[src/rtl/apb_uart_pkg.sv]
// Shared constants and types for the APB UART control/status register block.
package apb_uart_pkg;

  localparam int unsigned REG_IDX_W = 3;

  localparam logic [REG_IDX_W-1:0] REG_DATA     = 3'd0;
  localparam logic [REG_IDX_W-1:0] REG_STATUS   = 3'd1;
  localparam logic [REG_IDX_W-1:0] REG_CTRL     = 3'd2;
  localparam logic [REG_IDX_W-1:0] REG_BAUD     = 3'd3;
  localparam logic [REG_IDX_W-1:0] REG_IRQ_EN   = 3'd4;
  localparam logic [REG_IDX_W-1:0] REG_LEVEL    = 3'd5;
  localparam logic [REG_IDX_W-1:0] REG_IRQ_STAT = 3'd6;
  localparam logic [REG_IDX_W-1:0] REG_THRESH   = 3'd7;

  localparam int unsigned CTRL_W         = 6;
  localparam int unsigned CTRL_EN_BIT    = 0;
  localparam int unsigned CTRL_DB_LSB    = 1;
  localparam int unsigned CTRL_PAR_LSB   = 3;
  localparam int unsigned CTRL_STOP2_BIT = 5;

  localparam logic [CTRL_W-1:0] CTRL_RESET      = 6'h06;
  localparam logic [15:0]       BAUD_RESET_DEF  = 16'd27;
  localparam logic [3:0]        IRQ_EN_RESET    = 4'h0;
  localparam logic [7:0]        RX_THRESH_RESET = 8'd1;
  localparam logic [7:0]        TX_THRESH_RESET = 8'd0;

  typedef enum logic [1:0] {
    PH_IDLE = 2'd0,
    PH_WAIT = 2'd1,
    PH_DONE = 2'd2
  } phase_e;

endpackage

[src/rtl/apb_uart_csr_if.sv]
// APB slave bus bundle for the UART CSR block.
interface apb_uart_csr_if #(
  parameter int unsigned ADDR_WIDTH = 4,
  parameter int unsigned DATA_WIDTH = 16
) ();
  logic [ADDR_WIDTH-1:0] PADDR;
  logic                  PSELx;
  logic                  PENABLE;
  logic                  PWRITE;
  logic [DATA_WIDTH-1:0] PWDATA;
  logic                  PREADY;
  logic [DATA_WIDTH-1:0] PRDATA;
  logic                  PSLVERR;

  modport master (output PADDR, PSELx, PENABLE, PWRITE, PWDATA,
                  input  PREADY, PRDATA, PSLVERR);
  modport slave  (input  PADDR, PSELx, PENABLE, PWRITE, PWDATA,
                  output PREADY, PRDATA, PSLVERR);
endinterface

[src/rtl/apb_wait_ctrl.sv]
// APB transfer phase tracker: inserts WAIT_STATES access cycles, then one PREADY cycle.
module apb_wait_ctrl
  import apb_uart_pkg::*;
#(
  parameter int unsigned WAIT_STATES = 0
) (
  input  logic clk,
  input  logic rst,
  input  logic psel,
  input  logic penable,
  output logic pready,
  output logic done_nxt_c
);
  localparam int unsigned CW = 4;

  phase_e        state, state_n;
  logic [CW-1:0] cnt, cnt_n;

  always_ff @(posedge clk) begin
    if (rst) begin
      state  <= PH_IDLE;
      cnt    <= '0;
      pready <= 1'b0;
    end else begin
      state  <= state_n;
      cnt    <= cnt_n;
      pready <= (state_n == PH_DONE);
    end
  end

  // Dropping PSELx before completion falls back to IDLE, which cancels the transfer.
  always_comb begin
    state_n = state;
    cnt_n   = cnt;
    case (state)
      PH_IDLE: begin
        if (psel && !penable) begin
          if (WAIT_STATES == 0) begin
            state_n = PH_DONE;
          end else begin
            state_n = PH_WAIT;
            cnt_n   = CW'(WAIT_STATES);
          end
        end
      end
      PH_WAIT: begin
        if (!psel)                  state_n = PH_IDLE;
        else if (cnt <= CW'(1))     state_n = PH_DONE;
        else                        cnt_n   = cnt - CW'(1);
      end
      PH_DONE: state_n = PH_IDLE;
      default: state_n = PH_IDLE;
    endcase
  end

  assign done_nxt_c = (state_n == PH_DONE);

endmodule

[src/rtl/apb_uart_csr.sv]
// UART control/status registers behind an APB slave: decode, FIFO strobes, config and interrupts.
module apb_uart_csr
  import apb_uart_pkg::*;
#(
  parameter int unsigned ADDR_WIDTH  = 4,
  parameter int unsigned DATA_WIDTH  = 16,
  parameter int unsigned WAIT_STATES = 0,
  parameter int unsigned FIFO_AW     = 4,
  parameter logic [15:0] BAUD_RESET  = BAUD_RESET_DEF
) (
  input  logic               clk,
  input  logic               rst,
  apb_uart_csr_if.slave      apb,
  output logic               tx_push,
  output logic [7:0]         tx_data,
  input  logic               tx_full,
  input  logic               tx_busy,
  input  logic [FIFO_AW:0]   tx_level,
  output logic               rx_pop,
  input  logic [7:0]         rx_data,
  input  logic               rx_empty,
  input  logic [FIFO_AW:0]   rx_level,
  input  logic               rx_frame_err,
  input  logic               rx_overrun,
  output logic               uart_en,
  output logic [1:0]         data_bits,
  output logic [1:0]         parity,
  output logic               stop2,
  output logic [15:0]        baud_div,
  output logic               irq
);
  logic                 go_done_c;
  logic [REG_IDX_W-1:0] idx;
  logic                 mapped;
  logic [15:0]          wd;
  logic [15:0]          rdata_c;
  logic                 err_c;
  logic                 wr_commit;
  logic                 stat_clr;
  logic [CTRL_W-1:0]    ctrl;
  logic [3:0]           irq_en;
  logic [7:0]           rx_thresh, tx_thresh;
  logic                 frame_st, overrun_st;
  logic [3:0]           irq_stat_c;

  apb_wait_ctrl #(.WAIT_STATES(WAIT_STATES)) u_wait (
    .clk        (clk),
    .rst        (rst),
    .psel       (apb.PSELx),
    .penable    (apb.PENABLE),
    .pready     (apb.PREADY),
    .done_nxt_c (go_done_c)
  );

  assign idx    = REG_IDX_W'(apb.PADDR);
  assign mapped = (32'(apb.PADDR) <= 32'd7);
  assign wd     = 16'(apb.PWDATA);

  assign irq_stat_c = {overrun_st, frame_st,
                       (8'(tx_level) <= tx_thresh),
                       (8'(rx_level) >= rx_thresh)};

  // Read mux.
  always_comb begin
    rdata_c = '0;
    case (idx)
      REG_DATA:     rdata_c = {8'h00, rx_data};
      REG_STATUS:   rdata_c = {13'd0, rx_empty, tx_full, tx_busy};
      REG_CTRL:     rdata_c = {10'd0, ctrl};
      REG_BAUD:     rdata_c = baud_div;
      REG_IRQ_EN:   rdata_c = {12'd0, irq_en};
      REG_LEVEL:    rdata_c = {8'(rx_level), 8'(tx_level)};
      REG_IRQ_STAT: rdata_c = {12'd0, irq_stat_c};
      REG_THRESH:   rdata_c = {tx_thresh, rx_thresh};
      default:      rdata_c = '0;
    endcase
  end

  // Error classification, evaluated as the transfer enters its PREADY cycle.
  always_comb begin
    err_c = 1'b0;
    if (!mapped) begin
      err_c = 1'b1;
    end else if (apb.PWRITE) begin
      case (idx)
        REG_STATUS, REG_LEVEL: err_c = 1'b1;
        REG_DATA:              err_c = tx_full;
        REG_BAUD:              err_c = (wd == 16'd0);
        REG_CTRL:              err_c = (wd[CTRL_PAR_LSB +: 2] == 2'd3);
        default:               err_c = 1'b0;
      endcase
    end else if (idx == REG_DATA) begin
      err_c = rx_empty;
    end
  end

  // Bus response and FIFO strobes are staged so they land exactly in the PREADY cycle.
  always_ff @(posedge clk) begin
    if (rst) begin
      apb.PRDATA  <= '0;
      apb.PSLVERR <= 1'b0;
      tx_push     <= 1'b0;
      tx_data     <= 8'h00;
      rx_pop      <= 1'b0;
    end else begin
      apb.PRDATA  <= '0;
      apb.PSLVERR <= 1'b0;
      tx_push     <= 1'b0;
      rx_pop      <= 1'b0;
      if (go_done_c) begin
        apb.PSLVERR <= err_c;
        if (!apb.PWRITE && !err_c) apb.PRDATA <= DATA_WIDTH'(rdata_c);
        if (apb.PWRITE && !err_c && idx == REG_DATA) begin
          tx_push <= 1'b1;
          tx_data <= wd[7:0];
        end
        if (!apb.PWRITE && !err_c && idx == REG_DATA) rx_pop <= 1'b1;
      end
    end
  end

  assign wr_commit = apb.PSELx & apb.PENABLE & apb.PREADY & apb.PWRITE & ~apb.PSLVERR;
  assign stat_clr  = wr_commit & (idx == REG_IRQ_STAT);

  // Config registers; sticky error bits let a new event win over a same-cycle clear.
  always_ff @(posedge clk) begin
    if (rst) begin
      ctrl       <= CTRL_RESET;
      baud_div   <= BAUD_RESET;
      irq_en     <= IRQ_EN_RESET;
      rx_thresh  <= RX_THRESH_RESET;
      tx_thresh  <= TX_THRESH_RESET;
      frame_st   <= 1'b0;
      overrun_st <= 1'b0;
      irq        <= 1'b0;
    end else begin
      if (wr_commit) begin
        case (idx)
          REG_CTRL:   ctrl     <= wd[CTRL_W-1:0];
          REG_BAUD:   baud_div <= wd;
          REG_IRQ_EN: irq_en   <= wd[3:0];
          REG_THRESH: begin
            rx_thresh <= wd[7:0];
            tx_thresh <= wd[15:8];
          end
          default: ;
        endcase
      end
      frame_st   <= rx_frame_err | (frame_st   & ~(stat_clr & wd[2]));
      overrun_st <= rx_overrun   | (overrun_st & ~(stat_clr & wd[3]));
      irq        <= |(irq_stat_c & irq_en);
    end
  end

  assign uart_en   = ctrl[CTRL_EN_BIT];
  assign data_bits = ctrl[CTRL_DB_LSB +: 2];
  assign parity    = ctrl[CTRL_PAR_LSB +: 2];
  assign stop2     = ctrl[CTRL_STOP2_BIT];

endmodule

[src/flat_wrapper.sv]
// flat-port wrapper written by rule: the top's interface ports become plain ports
module apb_uart_csr_flat import apb_uart_pkg::*;
#(
  parameter int unsigned ADDR_WIDTH  = 4,
  parameter int unsigned DATA_WIDTH  = 16,
  parameter int unsigned WAIT_STATES = 0,
  parameter int unsigned FIFO_AW     = 4,
  parameter logic [15:0] BAUD_RESET  = BAUD_RESET_DEF
)
  (clk, rst, tx_push, tx_data, tx_full, tx_busy, tx_level, rx_pop, rx_data, rx_empty, rx_level, rx_frame_err, rx_overrun, uart_en, data_bits, parity, stop2, baud_div, irq, apb_PADDR, apb_PSELx, apb_PENABLE, apb_PWRITE, apb_PWDATA, apb_PREADY, apb_PRDATA, apb_PSLVERR);
  apb_uart_csr_if #(.ADDR_WIDTH(ADDR_WIDTH), .DATA_WIDTH(DATA_WIDTH)) apb_i ();
  input  logic clk;
  input  logic rst;
  output logic tx_push;
  output logic [7:0] tx_data;
  input  logic tx_full;
  input  logic tx_busy;
  input  logic [FIFO_AW:0] tx_level;
  output logic rx_pop;
  input  logic [7:0] rx_data;
  input  logic rx_empty;
  input  logic [FIFO_AW:0] rx_level;
  input  logic rx_frame_err;
  input  logic rx_overrun;
  output logic uart_en;
  output logic [1:0] data_bits;
  output logic [1:0] parity;
  output logic stop2;
  output logic [15:0] baud_div;
  output logic irq;
  input wire logic [$bits(apb_i.PADDR)-1:0] apb_PADDR;
  input wire logic [$bits(apb_i.PSELx)-1:0] apb_PSELx;
  input wire logic [$bits(apb_i.PENABLE)-1:0] apb_PENABLE;
  input wire logic [$bits(apb_i.PWRITE)-1:0] apb_PWRITE;
  input wire logic [$bits(apb_i.PWDATA)-1:0] apb_PWDATA;
  output wire logic [$bits(apb_i.PREADY)-1:0] apb_PREADY;
  output wire logic [$bits(apb_i.PRDATA)-1:0] apb_PRDATA;
  output wire logic [$bits(apb_i.PSLVERR)-1:0] apb_PSLVERR;
  assign apb_i.PADDR = apb_PADDR;
  assign apb_i.PSELx = apb_PSELx;
  assign apb_i.PENABLE = apb_PENABLE;
  assign apb_i.PWRITE = apb_PWRITE;
  assign apb_i.PWDATA = apb_PWDATA;
  assign apb_PREADY = apb_i.PREADY;
  assign apb_PRDATA = apb_i.PRDATA;
  assign apb_PSLVERR = apb_i.PSLVERR;
  apb_uart_csr #(.ADDR_WIDTH(ADDR_WIDTH), .DATA_WIDTH(DATA_WIDTH), .WAIT_STATES(WAIT_STATES), .FIFO_AW(FIFO_AW), .BAUD_RESET(BAUD_RESET)) u_core (.clk(clk), .rst(rst), .apb(apb_i), .tx_push(tx_push), .tx_data(tx_data), .tx_full(tx_full), .tx_busy(tx_busy), .tx_level(tx_level), .rx_pop(rx_pop), .rx_data(rx_data), .rx_empty(rx_empty), .rx_level(rx_level), .rx_frame_err(rx_frame_err), .rx_overrun(rx_overrun), .uart_en(uart_en), .data_bits(data_bits), .parity(parity), .stop2(stop2), .baud_div(baud_div), .irq(irq));
endmodule
[config.mk]
export PLATFORM = sky130hd
export DESIGN_NAME = apb_uart_csr_flat
export DESIGN_NICKNAME = d
export VERILOG_FILES = /design/src/rtl/apb_uart_pkg.sv /design/src/rtl/apb_uart_csr_if.sv /design/src/rtl/apb_wait_ctrl.sv /design/src/rtl/apb_uart_csr.sv /design/src/flat_wrapper.sv
export SDC_FILE = /design/constraint.sdc
export NUM_CORES = 1
export LEC_CHECK = 0
export CAP_MARGIN = 5
export CORE_UTILIZATION = 43
export CTS_CLUSTER_SIZE = 16
export DETAILED_ROUTE_END_ITERATION = 10
export PLACE_DENSITY = 0.76
export SLEW_MARGIN = 5
export SYNTH_ARGS = -nofsm -noshare
export SYNTH_HDL_FRONTEND = slang
export SYNTH_SLANG_ARGS = --single-unit
export TNS_END_PERCENT = 30
[constraint.sdc]
create_clock -name clk -period 2 [get_ports clk]
set_input_delay 0.4 -clock clk [delete_from_list [all_inputs] [get_ports clk]]
set_output_delay 0.4 -clock clk [all_outputs]
set_load 0.01 [all_outputs]
**Word-level counts from Yosys, hierarchy flattened**

Cells that the tools add are included.
W data, S select, Z words.

- Register bits after elaboration: 79
- Latch bits: 0
- Bits in writable memories: 0
- ROM bits: 0
- Input port bits: 48
- Output and inout port bits: 51
- Logic and storage cells: 81
- Memories kept: 0

- Add/sub/neg operators: 1
- Multiply operators: 0
- Div/mod/pow operators: 0
- Magnitude comparators: 4
- Eq/ne operators: 10
- Shifts and indexed selects: 0
- Multiplexer cells: 11
- Bitwise gates (word level): 18
- Reduce and logical (&&, ||, !) cells: 21

Operators by type and width:

| kind | count |
|---|---|
| $pmux W16 S8 | 1 |
| $logic_not A16 Y1 | 1 |
| $eq A3 B3 Y1 const B | 4 |
| $reduce_and A2 Y1 | 5 |
| $and A1 B1 Y1 | 9 |
| $ge A5 B8 Y1 | 1 |
| $le A5 B8 Y1 | 1 |
| $eq A3 B2 Y1 const B | 2 |
| $mux W2 | 3 |
| $not A1 Y1 | 6 |
| $logic_and A1 B1 Y1 | 5 |
| $mux W1 | 5 |
| $and A4 B4 Y4 | 1 |
| $eq A2 B2 Y1 const B | 2 |
| $le A4 B1 Y1 const B | 1 |
| $le A4 B3 Y1 const B | 1 |
| $pmux W1 S4 | 1 |
| $pmux W2 S2 | 1 |
| $reduce_or A2 Y1 | 2 |
| $reduce_or A4 Y1 | 1 |
| $sub A4 B1 Y4 const B | 1 |
| $eq A3 B1 Y1 const B | 1 |
| $logic_not A1 Y1 | 3 |
| $logic_not A3 Y1 | 1 |
| other kinds (5) | 6 |

**Depth between registers and ports, before layout**

- Word-level depth: 9
- Depth in mapped cells: 7
- Depth with buffers taken out: 7

**Cells and area by module**

Synthesis repeated with hierarchy kept, for this count alone.

- Cell total of the unflattened synthesis: 389
- Area, all modules: 3613.5 µm²

Modules (own cells, without submodules):

| module | times used | cells an instance | area an instance (µm²) | seq. area each (µm²) |
|---|---|---|---|---|
| apb_uart_csr | 1 | 357 | 3288.2 | 1441.4 |
| apb_wait_ctrl | 1 | 32 | 325.3 | 140.1 |

**Least setup slack after synthesis**

Ideal clock, no wire load.

- Path kind: input port to flip-flop
- From: input port apb_PADDR[2]
- To: register u_core.tx_data[0]
- Library setup time: 0.128 ns
- Arrival: 2.018 ns
- Data required time: 1.872 ns
- Path slack: -0.145 ns
- Stages: 6
- Buffers on the path: 1
- Cells stage by stage: or3_1 > buf_2 > or4b_4 > nor3_4 > mux2i_1 > nor2_1

- Longest elaborated chain between the ends: 9
- Elaborated cells on any way between the ends: 15
- Those cells by class: order compare (1); eq/ne (4); mux (4); reduce/logical (6)

RTL lines:

| what | line | text |
|---|---|---|
| start: declaration | flat_wrapper.sv:31 | `input wire logic [$bits(apb_i.PADDR)-1:0] apb_PADDR;` |
| $eq A3 B1 Y1 or $eq A3 B3 Y1 (tied branches) | apb_uart_csr.sv:85 | `case (idx)` |
| $reduce_or A2 Y1 | apb_uart_csr.sv:85 |  |
| $pmux W1 S4 | apb_uart_csr.sv:85 |  |
| $mux W1 | apb_uart_csr.sv:84 | `end else if (apb.PWRITE) begin` |
| $mux W1 | apb_uart_csr.sv:82 | `if (!mapped) begin` |
| $logic_not A1 Y1 | apb_uart_csr.sv:113 | `if (apb.PWRITE && !err_c && idx == REG_DATA) begin` |
| $logic_and A1 B1 Y1 | apb_uart_csr.sv:113 |  |
| $logic_and A1 B1 Y1 * | apb_uart_csr.sv:113 |  |
| $reduce_and A2 Y1 (no source line) * | -- |  |
| end signal: assignment | apb_uart_csr.sv:115 | `tx_data <= wd[7:0];` |
| end: declaration | apb_uart_csr.sv:15 | `output logic [7:0] tx_data,` |

Every way passes the cells marked *; elsewhere a longest branch is shown, timed or not.
A chain may end at the register's enable or synchronous reset.

**Worst setup path after layout**

- From: input port tx_level[3]
- To: register u_core.irq

- Longest elaborated chain between the ends: 3

RTL lines:

| what | line | text |
|---|---|---|
| start: declaration | flat_wrapper.sv:18 | `input logic [FIFO_AW:0] tx_level;` |
| $le A5 B8 Y1 | apb_uart_csr.sv:60 | `(8'(tx_level) <= tx_thresh),` |
| $and A4 B4 Y4 | apb_uart_csr.sv:151 | `irq <= \|(irq_stat_c & irq_en);` |
| $reduce_or A4 Y1 | apb_uart_csr.sv:151 |  |
| end signal: assignment | apb_uart_csr.sv:151 |  |
| end: declaration | apb_uart_csr.sv:30 | `output logic irq` |

No other way between the ends.

==> metrics.yaml <==
run_status:
  status: "finished clean"
critical_path:
  crit_arrival_ps: 2190
  crit_chain: "clkdlybuf4s50_1 > ha_1 > and3_1 > and3_1 > a211o_1 > a222oi_1 > a21oi_1"
  timing.rr.end: "u_core.irq"
  rr_startpoint: "u_core.tx_thresh[3]"
  crit_required_ps: 2230
  end_kind: "register"
  cp_num_buf_inv: 1
  crit_type: "in2reg"
  start_kind: "input pin"
  r2r_slack_ps: 110
  reg2regPathDepth: 7
  critPathMaxStageDelay_ps: 440
  path_max_fanout: 2
  path_common_cell: "and3_1"
  slowest_stage: "clkdlybuf4s50_1"
  crit_family: "compound AO/OA/AOI/OAI gates"
sta:
  timing.fmax_mhz: 511
  skew_ps: 7.50
  fin_tns_setup_ps: 0
  setup_viol: 0
  tightest_slew_ps: 600
  rsz0062_at_grt: "no"
  slew_headroom: 0.600
  fin_ws_ps: 41.9
  hold_violations: 0
  fin_crit_ps: 1960
  slew_viol_final: 0
  post-route-period-util: 0.979
global_routing:
  gr-total-overflow: 0
  grt_pass1_wl_mm: 17.2
  grt_pass1_vias: 3537
  grt_max_degree: 61
  grt.total_usage: 0.259
  antenna_found_initial: 0
place:
  pre_cts_slack_ps: -490
  placed_cells: 647
  portBuffers: 98
  placed_area_sq_um: 4920
  place_hpwl_mm: 8.03
  gp_congestion: 0.888
floorplanning:
  core_area_sq_um: 7890
  die_area_sq_um: 8680
  initial_core_util: 0.453
  fp.dieH_microns: 93.2
  chipWidth_microns: 93.2
  fp-row-count: 32
  pin_count: 99
synth:
  synth-edff-count: 0
  synthCells: 429
  synth_flop_cell: "dfxtp_1"
  postSynthAreaPerCell_sq_um: 8.33
  syn_nets: 489
  syn_area_sq_um: 3570
  synth_cell_types: 41
  synth_warnings: 0
  ys_seq_area_frac: 0.443
  async_flop_share: 0
  ys_ff_latch: 79
clock_tree:
  clk-insertion-delay-late_ps: 370
  h-tree-depth: 3
  postCtsHoldBufs: 0
  cts_tree: "yes"
  cts_buffers: 9
  numClockSinks: 79
  clk_path_buf_depth: 2
  cts-root-buf: "clkbuf_8"
  cts_setup_buffers: 0
  clkTransAtPathRegs_ps: 90
pwr:
  combPwrFrac: 0.111
  p_sw_frac: 0.260
  clock_power_share: 0.390
  powerDensity_nw_per_um2: 618
  switchingPower_mw: 0.825
  seqPwrFrac: 0.499
  p_leak_nw: 1.95
  vdd_drop_max_mv: 0.309
  p_int_mw: 2.35
finish:
  multiInputGateArea_sq_um: 1840
  fillCellCount: 638
  final_common_cell: "clkdlybuf4s50_1"
  seqCellArea_sq_um: 1580
  area_growth_pct: 43.6
  fin_util: 0.651
  nets: 616
  layout_common_cells: "94 x clkdlybuf4s50_1, 79 x dfxtp_1, 49 x nand2_1"
  drive_gt1_frac: 0.128
  layout.cells.non_filler: 663
  n_antenna_cell: 0
  stdcell_area_sq_um: 5130
hold_path:
  hp-start: "rst"
  min_path_cells: 3
  min_path_type: "in2reg"
  whs_endpoint: "u_core.u_wait.pready"
routing:
  num_vias: 3690
  initialDrtViolationCount: 295
  ant_nets: 0
  wirelength_mm: 10.9
  drc: 0
  wl_per_cell_microns: 16.4
  drt-pass1-iter-count: 7
  via_per_inst: 5.57
job:
  max_cap_violations: 0
## final cells by class
cell class / instances / share of cell area
well taps: 102 / 0.0249
clock buffers: 9 / 0.0241
flip-flops and latches: 79 / 0.308
clock inverters: 7 / 0.0156
multi-input cells: 305 / 0.358
inverters: 20 / 0.0146
repair buffers: 141 / 0.255
## worst max path at each step
stage / from / endpoint / depth (start not counted)
floorplan: apb_PADDR[2] / u_core.tx_data[0] / 6
finish: tx_level[3] / u_core.irq / 7
global route: tx_level[4] / u_core.irq / 7
global placement: apb_PADDR[2] / u_core.tx_data[7] / 7
detailed placement: apb_PADDR[2] / u_core.tx_data[3] / 7
CTS: apb_PADDR[2] / u_core.tx_data[3] / 7
## logic make-up (layout without fill, tap and decap cells)
group           Yosys count  in the layout  synth area share
simple gates            179            179             0.236
compound gates           84             84             0.143
mux                      28             28            0.0840
buf+inv                  45            177            0.0476
flops                    79             79             0.443
xor+xnor                  2              2           0.00490
fa+ha+maj                12             12            0.0420
## sequential cells by signal, summed over array words and instances (netlist names), 4 cells and up
| name | cells |
|---|---|
| u_core.ctrl | 6 |
| u_core.rx_thresh | 8 |
| u_core.tx_thresh | 8 |
| u_core.tx_data | 8 |
| u_core.u_wait.cnt | 4 |
| u_core.irq_en | 4 |
| u_core.baud_div | 16 |
| u_core.apb.PRDATA | 16 |
## layer usage
metal  vias to the layer above  track usage  part of all wire
met5                         -            0                 0
met4                         0        0.142             0.034
met3                        32       0.0496             0.071
met2                       176        0.403              0.46
met1                      1726        0.336              0.44
li1                       1756            -                 -
## tightest hold or removal path: stages
cell	delay (ps)
buf_2	110
nor3_1	80
buf_4	140
## through the flow
step / total power, mW / hold slack, ps
global placement: 1.96 / 445
CTS: 3.19 / 394
detailed placement: 1.97 / 454
finish: 3.17 / 400
global route: 3.29 / 394
floorplan: 1.76 / 436
## Yosys cell counts (5+ instances only)
master,instances,area (sq um)
a211o_1,5,43.8
a21oi_1,40,200
a22oi_1,9,67.6
clkbuf_1,23,86.3
dfxtp_1,79,1580
ha_1,12,150
inv_1,20,75.1
mux2_2,6,67.6
mux2i_1,21,210
nand2_1,49,184
nand3_1,42,210
nor2_1,48,180
nor2b_1,7,43.8
nor3_1,6,30.0
nor4_1,6,37.5
o21ai_0,12,60.1
## repair_timing
item	CTS	global route
pin swaps	3	2
resized for setup	5	1
endpoints found under the setup margin	8	8
## power by group through the flow
stage / Sequential (mW) / Clock, mW / Combinational (mW)
4_1_cts: 1.58 / 1.25 / 0.348
2_1_floorplan: 1.62 / 0 / 0.134
3_3_place_gp: 1.62 / 0 / 0.341
3_5_place_dp: 1.62 / 0 / 0.347
5_1_grt: 1.59 / 1.33 / 0.375
6_report: 1.58 / 1.24 / 0.353
(Power assumes the default switching activity.)
==> RTL edit 1 (config.mk and constraints unchanged) <==
Remove the register `irq`: a continuous assignment takes its place, so the output `irq` follows one clock earlier.
--- a/src/rtl/apb_uart_csr.sv
+++ b/src/rtl/apb_uart_csr.sv
@@ -132,7 +132,6 @@
       tx_thresh  <= TX_THRESH_RESET;
       frame_st   <= 1'b0;
       overrun_st <= 1'b0;
-      irq        <= 1'b0;
     end else begin
       if (wr_commit) begin
         case (idx)
@@ -148,9 +147,10 @@
       end
       frame_st   <= rx_frame_err | (frame_st   & ~(stat_clr & wd[2]));
       overrun_st <= rx_overrun   | (overrun_st & ~(stat_clr & wd[3]));
-      irq        <= |(irq_stat_c & irq_en);
     end
   end
+
+  assign irq = |(irq_stat_c & irq_en);
 
   assign uart_en   = ctrl[CTRL_EN_BIT];
   assign data_bits = ctrl[CTRL_DB_LSB +: 2];
Function: changed (Yosys sat finds a counterexample within 4 cycles, from zero or initial values and one cycle with rst high).
==> RTL edit 1 against the original RTL <==
The flow now finishes with violations (setup timing); design area up 4.7%; setup slack worse by 310 ps; die area down 0.31%; routed wire length up 12%; final cell count up 2.9%; core utilization up 3.0 points; synthesized area down 0.32%; non-clock buffer count up 21; sequential cell count down 1; total power about the same; largest cell class unchanged.
==> RTL edit 1: results (changes against the original RTL) <==
leakage: 2.05 nW (was 1.95 nW)
Min Hold Slack: 395 ps (was 400 ps)
run status: complete, but fails checks (was complete, no violations)
drt pass-1 iters: 5 (was 7)
Placed Cells: 663 (was 647)
Final setup viols: 1 (was 0)
Slowest-stage cell, CP: dfxtp_2 (was clkdlybuf4s50_1)
Yosys reg bits: 78 (was 79)
synth cell count leaders: 78 x dfxtp_1, 61 x nand2_1, 61 x nor2_1, 47 x a21oi_1, 29 x mux2i_1 (was 79 x dfxtp_1, 49 x nand2_1, 48 x nor2_1, 42 x nand3_1, 40 x a21oi_1)
crit path to: irq (was u_core.irq$_SDFF_PP0_)
failing checks: setup timing
syn_area_per_cell: 8.30 µm² (was 8.33 µm²)
Area contributors post-synth: dfxtp_1 44%, mux2i_1 8.1%, a21oi_1 6.6% (was dfxtp_1 44%, mux2i_1 5.9%, nand3_1 5.9%)
M1 WL: 4900 µm (was 4740 µm)
vias in the first global route: 3744 (was 3537)
sequential fraction of the synthesis area: 0.438 (was 0.443)
routed length on met3: 1080 µm (was 766 µm)
max incr delay on CP: 350 ps (was 440 ps)
total power: 0.00318 W (was 0.00317 W)
clock skew: 10.8 ps (was 7.50 ps)
area of the multi-input gates: 0.00195 mm² (was 0.00184 mm²)
Routability Congestion: 0.932 (was 0.888)
RR Startpoint: u_core.u_wait.cnt[0]$_SDFFE_PP0P_ (was u_core.tx_thresh[3]$_SDFFE_PP0P_)
fraction of area in registers: 0.292 (was 0.308)
worst setup margin: -265 ps (was 41.9 ps)
[RTL edit 1: cell count changes after synthesis, moves of 3 or more]
| cell | before | now |
|---|---|---|
| buf_2 | 1 | 4 |
| a22oi_1 | 9 | 4 |
| a21oi_1 | 40 | 47 |
| nand2_1 | 49 | 61 |
| nand3b_1 | 4 | 0 |
| inv_1 | 20 | 16 |
| mux2_2 | 6 | 2 |
| clkbuf_1 | 23 | 19 |
| o21ai_0 | 12 | 6 |
| mux2i_1 | 21 | 29 |
| a211o_1 | 5 | 2 |
| nand3_1 | 42 | 9 |
| nor2_1 | 48 | 61 |
| nor3_1 | 6 | 18 |
[RTL edit 1: logic make-up after synthesis]
| group | Yosys count | synth area share |
|---|---|---|
| compound gates | 82 | 0.139 |
| fa+ha+maj | 12 | 0.0421 |
| mux | 32 | 0.0952 |
| xor+xnor | 2 | 0.00492 |
| flops | 78 | 0.438 |
| simple gates | 179 | 0.228 |
| buf+inv | 44 | 0.0520 |
==> RTL edit 2 (config.mk and constraints unchanged) <==
Without the edit above. Change the package constant `REG_THRESH` from 3'd7 to 3'd5.
--- a/src/rtl/apb_uart_pkg.sv
+++ b/src/rtl/apb_uart_pkg.sv
@@ -10,7 +10,7 @@
   localparam logic [REG_IDX_W-1:0] REG_IRQ_EN   = 3'd4;
   localparam logic [REG_IDX_W-1:0] REG_LEVEL    = 3'd5;
   localparam logic [REG_IDX_W-1:0] REG_IRQ_STAT = 3'd6;
-  localparam logic [REG_IDX_W-1:0] REG_THRESH   = 3'd7;
+  localparam logic [REG_IDX_W-1:0] REG_THRESH   = 3'd5;
 
   localparam int unsigned CTRL_W         = 6;
   localparam int unsigned CTRL_EN_BIT    = 0;
Behaviour: not the same (Yosys sat finds a counterexample within 4 cycles, from zero or initial values and one cycle with rst high).
==> RTL edit 2 against the original RTL <==
Synthesized area fell by 2.0%; global-route usage fell by 0.088 points; design area rose by 2.0%; setup slack got worse by 18 ps; maximum frequency fell by 0.92%; sequential cell count did not move; non-clock buffer count rose by 17; routed wire length fell by 2.8%; via count fell by 4.5%; total power rose by 3.3%.
==> RTL edit 2: results (changes against the original RTL) <==
post-route ant nets: 0 (unchanged)
Hold Startpoint: apb_PWDATA[13] (was rst)
vias in the first global route: 3392 (was 3537)
fin nets: 610 (was 616)
clock skew: 10.7 ps (was 7.50 ps)
Synth top area share: 0.451 (was 0.443)
Port Buf Inserts: 98 (unchanged)
Filler cells: 646 (was 638)
DR vias: 3524 (was 3690)
Area contributors post-synth: dfxtp_1 45%, nand2_1 6.5%, a21oi_1 5.7% (was dfxtp_1 44%, mux2i_1 5.9%, nand3_1 5.9%)
DP HPWL: 7960 µm (was 8030 µm)
post-place setup slack: -472 ps (was -490 ps)
Slew headroom: 0.609 (was 0.600)
first-pass GRT wire length: 16800 µm (was 17200 µm)
Post-synth ARST share: 0 (unchanged)
r2r setup slk: 120 ps
Peak VDD IR: 339 µV (was 309 µV)
Post-Route WL: 10600 µm (was 10900 µm)
drt pass-1 iters: 7 (unchanged)
total global-route track usage: 0.258 (was 0.259)
Clock Tree Root: clkbuf_8 (unchanged)
ratio of cells with drive above 1 in the final layout: 0.175 (was 0.128)
crit path to: u_core.apb.PRDATA[0]$_SDFF_PP0_ (was u_core.irq$_SDFF_PP0_)
TNS Setup: 0 ps (unchanged)
run status: complete, no violations (unchanged)
TritonCTS Buffers: 9 (unchanged)
Synth Net Count: 463 (was 489)
Hold Path End: u_core.baud_div[13]$_SDFFE_PP0P_ (was u_core.u_wait.pready$_SDFF_PP0_)
FF-to-FF End: u_core.apb.PRDATA[15]$_SDFF_PP0_ (was u_core.irq$_SDFF_PP0_)
DRT iter0 DRCs: 224 (was 295)
worst r2r path cells: 8 (was 7)
Max FO, Critical Path: 2 (unchanged)
RR Startpoint: u_core.u_wait.cnt[0]$_SDFFE_PP0P_ (was u_core.tx_thresh[3]$_SDFFE_PP0P_)
Final Critical Period: 1980 ps (was 1960 ps)
Routability Congestion: 0.942 (was 0.888)
syn_area_per_cell: 8.69 µm² (was 8.33 µm²)
synth cell count leaders: 79 x dfxtp_1, 61 x nand2_1, 43 x nor2_1, 40 x a21oi_1, 28 x nand3_1 (was 79 x dfxtp_1, 49 x nand2_1, 48 x nor2_1, 42 x nand3_1, 40 x a21oi_1)
CP Launch Point: rx_level[0] (was tx_level[3])
leakage: 2.06 nW (was 1.95 nW)
distinct cell type count after synthesis: 53 (was 41)
drt wl/cell: 16.1 µm (was 16.4 µm)
CP arrival: 2220 ps (was 2190 ps)
worst-skew pair later-pin latency: 360 ps
initial antenna violation count: 0 (unchanged)
Placed Cells: 637 (was 647)
sequential fraction of the synthesis area: 0.451 (was 0.443)
RTL edit 2: final cells by class:
class,count,share of cell area
Multi-Input combinational cell,287,0.342
Timing Repair Buffer,158,0.279
Sequential cell,79,0.302
Clock buffer,10,0.0244
Inverter,15,0.0108
Clock inverter,6,0.0177
Tap cell,102,0.0244
RTL edit 2: worst max-delay path, stage by stage:
cell             delay, ps
clkdlybuf4s50_1        540
inv_1                   70
ha_1                   290
nor2b_1                100
o21ai_0                100
a21o_1                 180
a21o_1                 200
a31oi_1                240
nor3_1                 100
RTL edit 2: per-stage QoR:
step | instance area (µm²) | hold slack (ps)
6_report | 5230 | 361
5_1_grt | 5230 | 362
4_1_cts | 5170 | 381
3_5_place_dp | 4920 | 452
3_3_place_gp | 4920 | 443
2_1_floorplan | 3500 | 436
RTL edit 2: repair_timing:
item                                   CTS  global route
endpoints found under the hold margin    0             0
setup endpoints to repair                8            16
buffers inserted                         1             2
cloned                                   1             0
resized for setup                        2            14
pin swaps                                2             2
RTL edit 2: power by group:
group / switching, W / internal, W
Combinational: 0.000175 / 0.000198
Sequential: 0.00000643 / 0.00158
Clock: 0.000609 / 0.000712
Total: 0.000791 / 0.00249
RTL edit 2: logic make-up (layout without fill, tap and decap cells):
| kind of cell | after synthesis | count (layout) | synth area share |
|---|---|---|---|
| fa+ha+maj | 12 | 12 | 0.0429 |
| flops | 79 | 79 | 0.451 |
| mux | 22 | 22 | 0.0704 |
| compound gates | 73 | 73 | 0.126 |
| xor+xnor | 2 | 2 | 0.00500 |
| simple gates | 177 | 178 | 0.251 |
| buf+inv | 38 | 189 | 0.0532 |
RTL edit 2: routing by layer:
layer	vias up	share of wire	track usage
li1	1697	-	-
met1	1649	0.42	0.329
met2	150	0.47	0.415
met3	28	0.074	0.0448
met4	0	0.033	0.135
met5	-	0	0
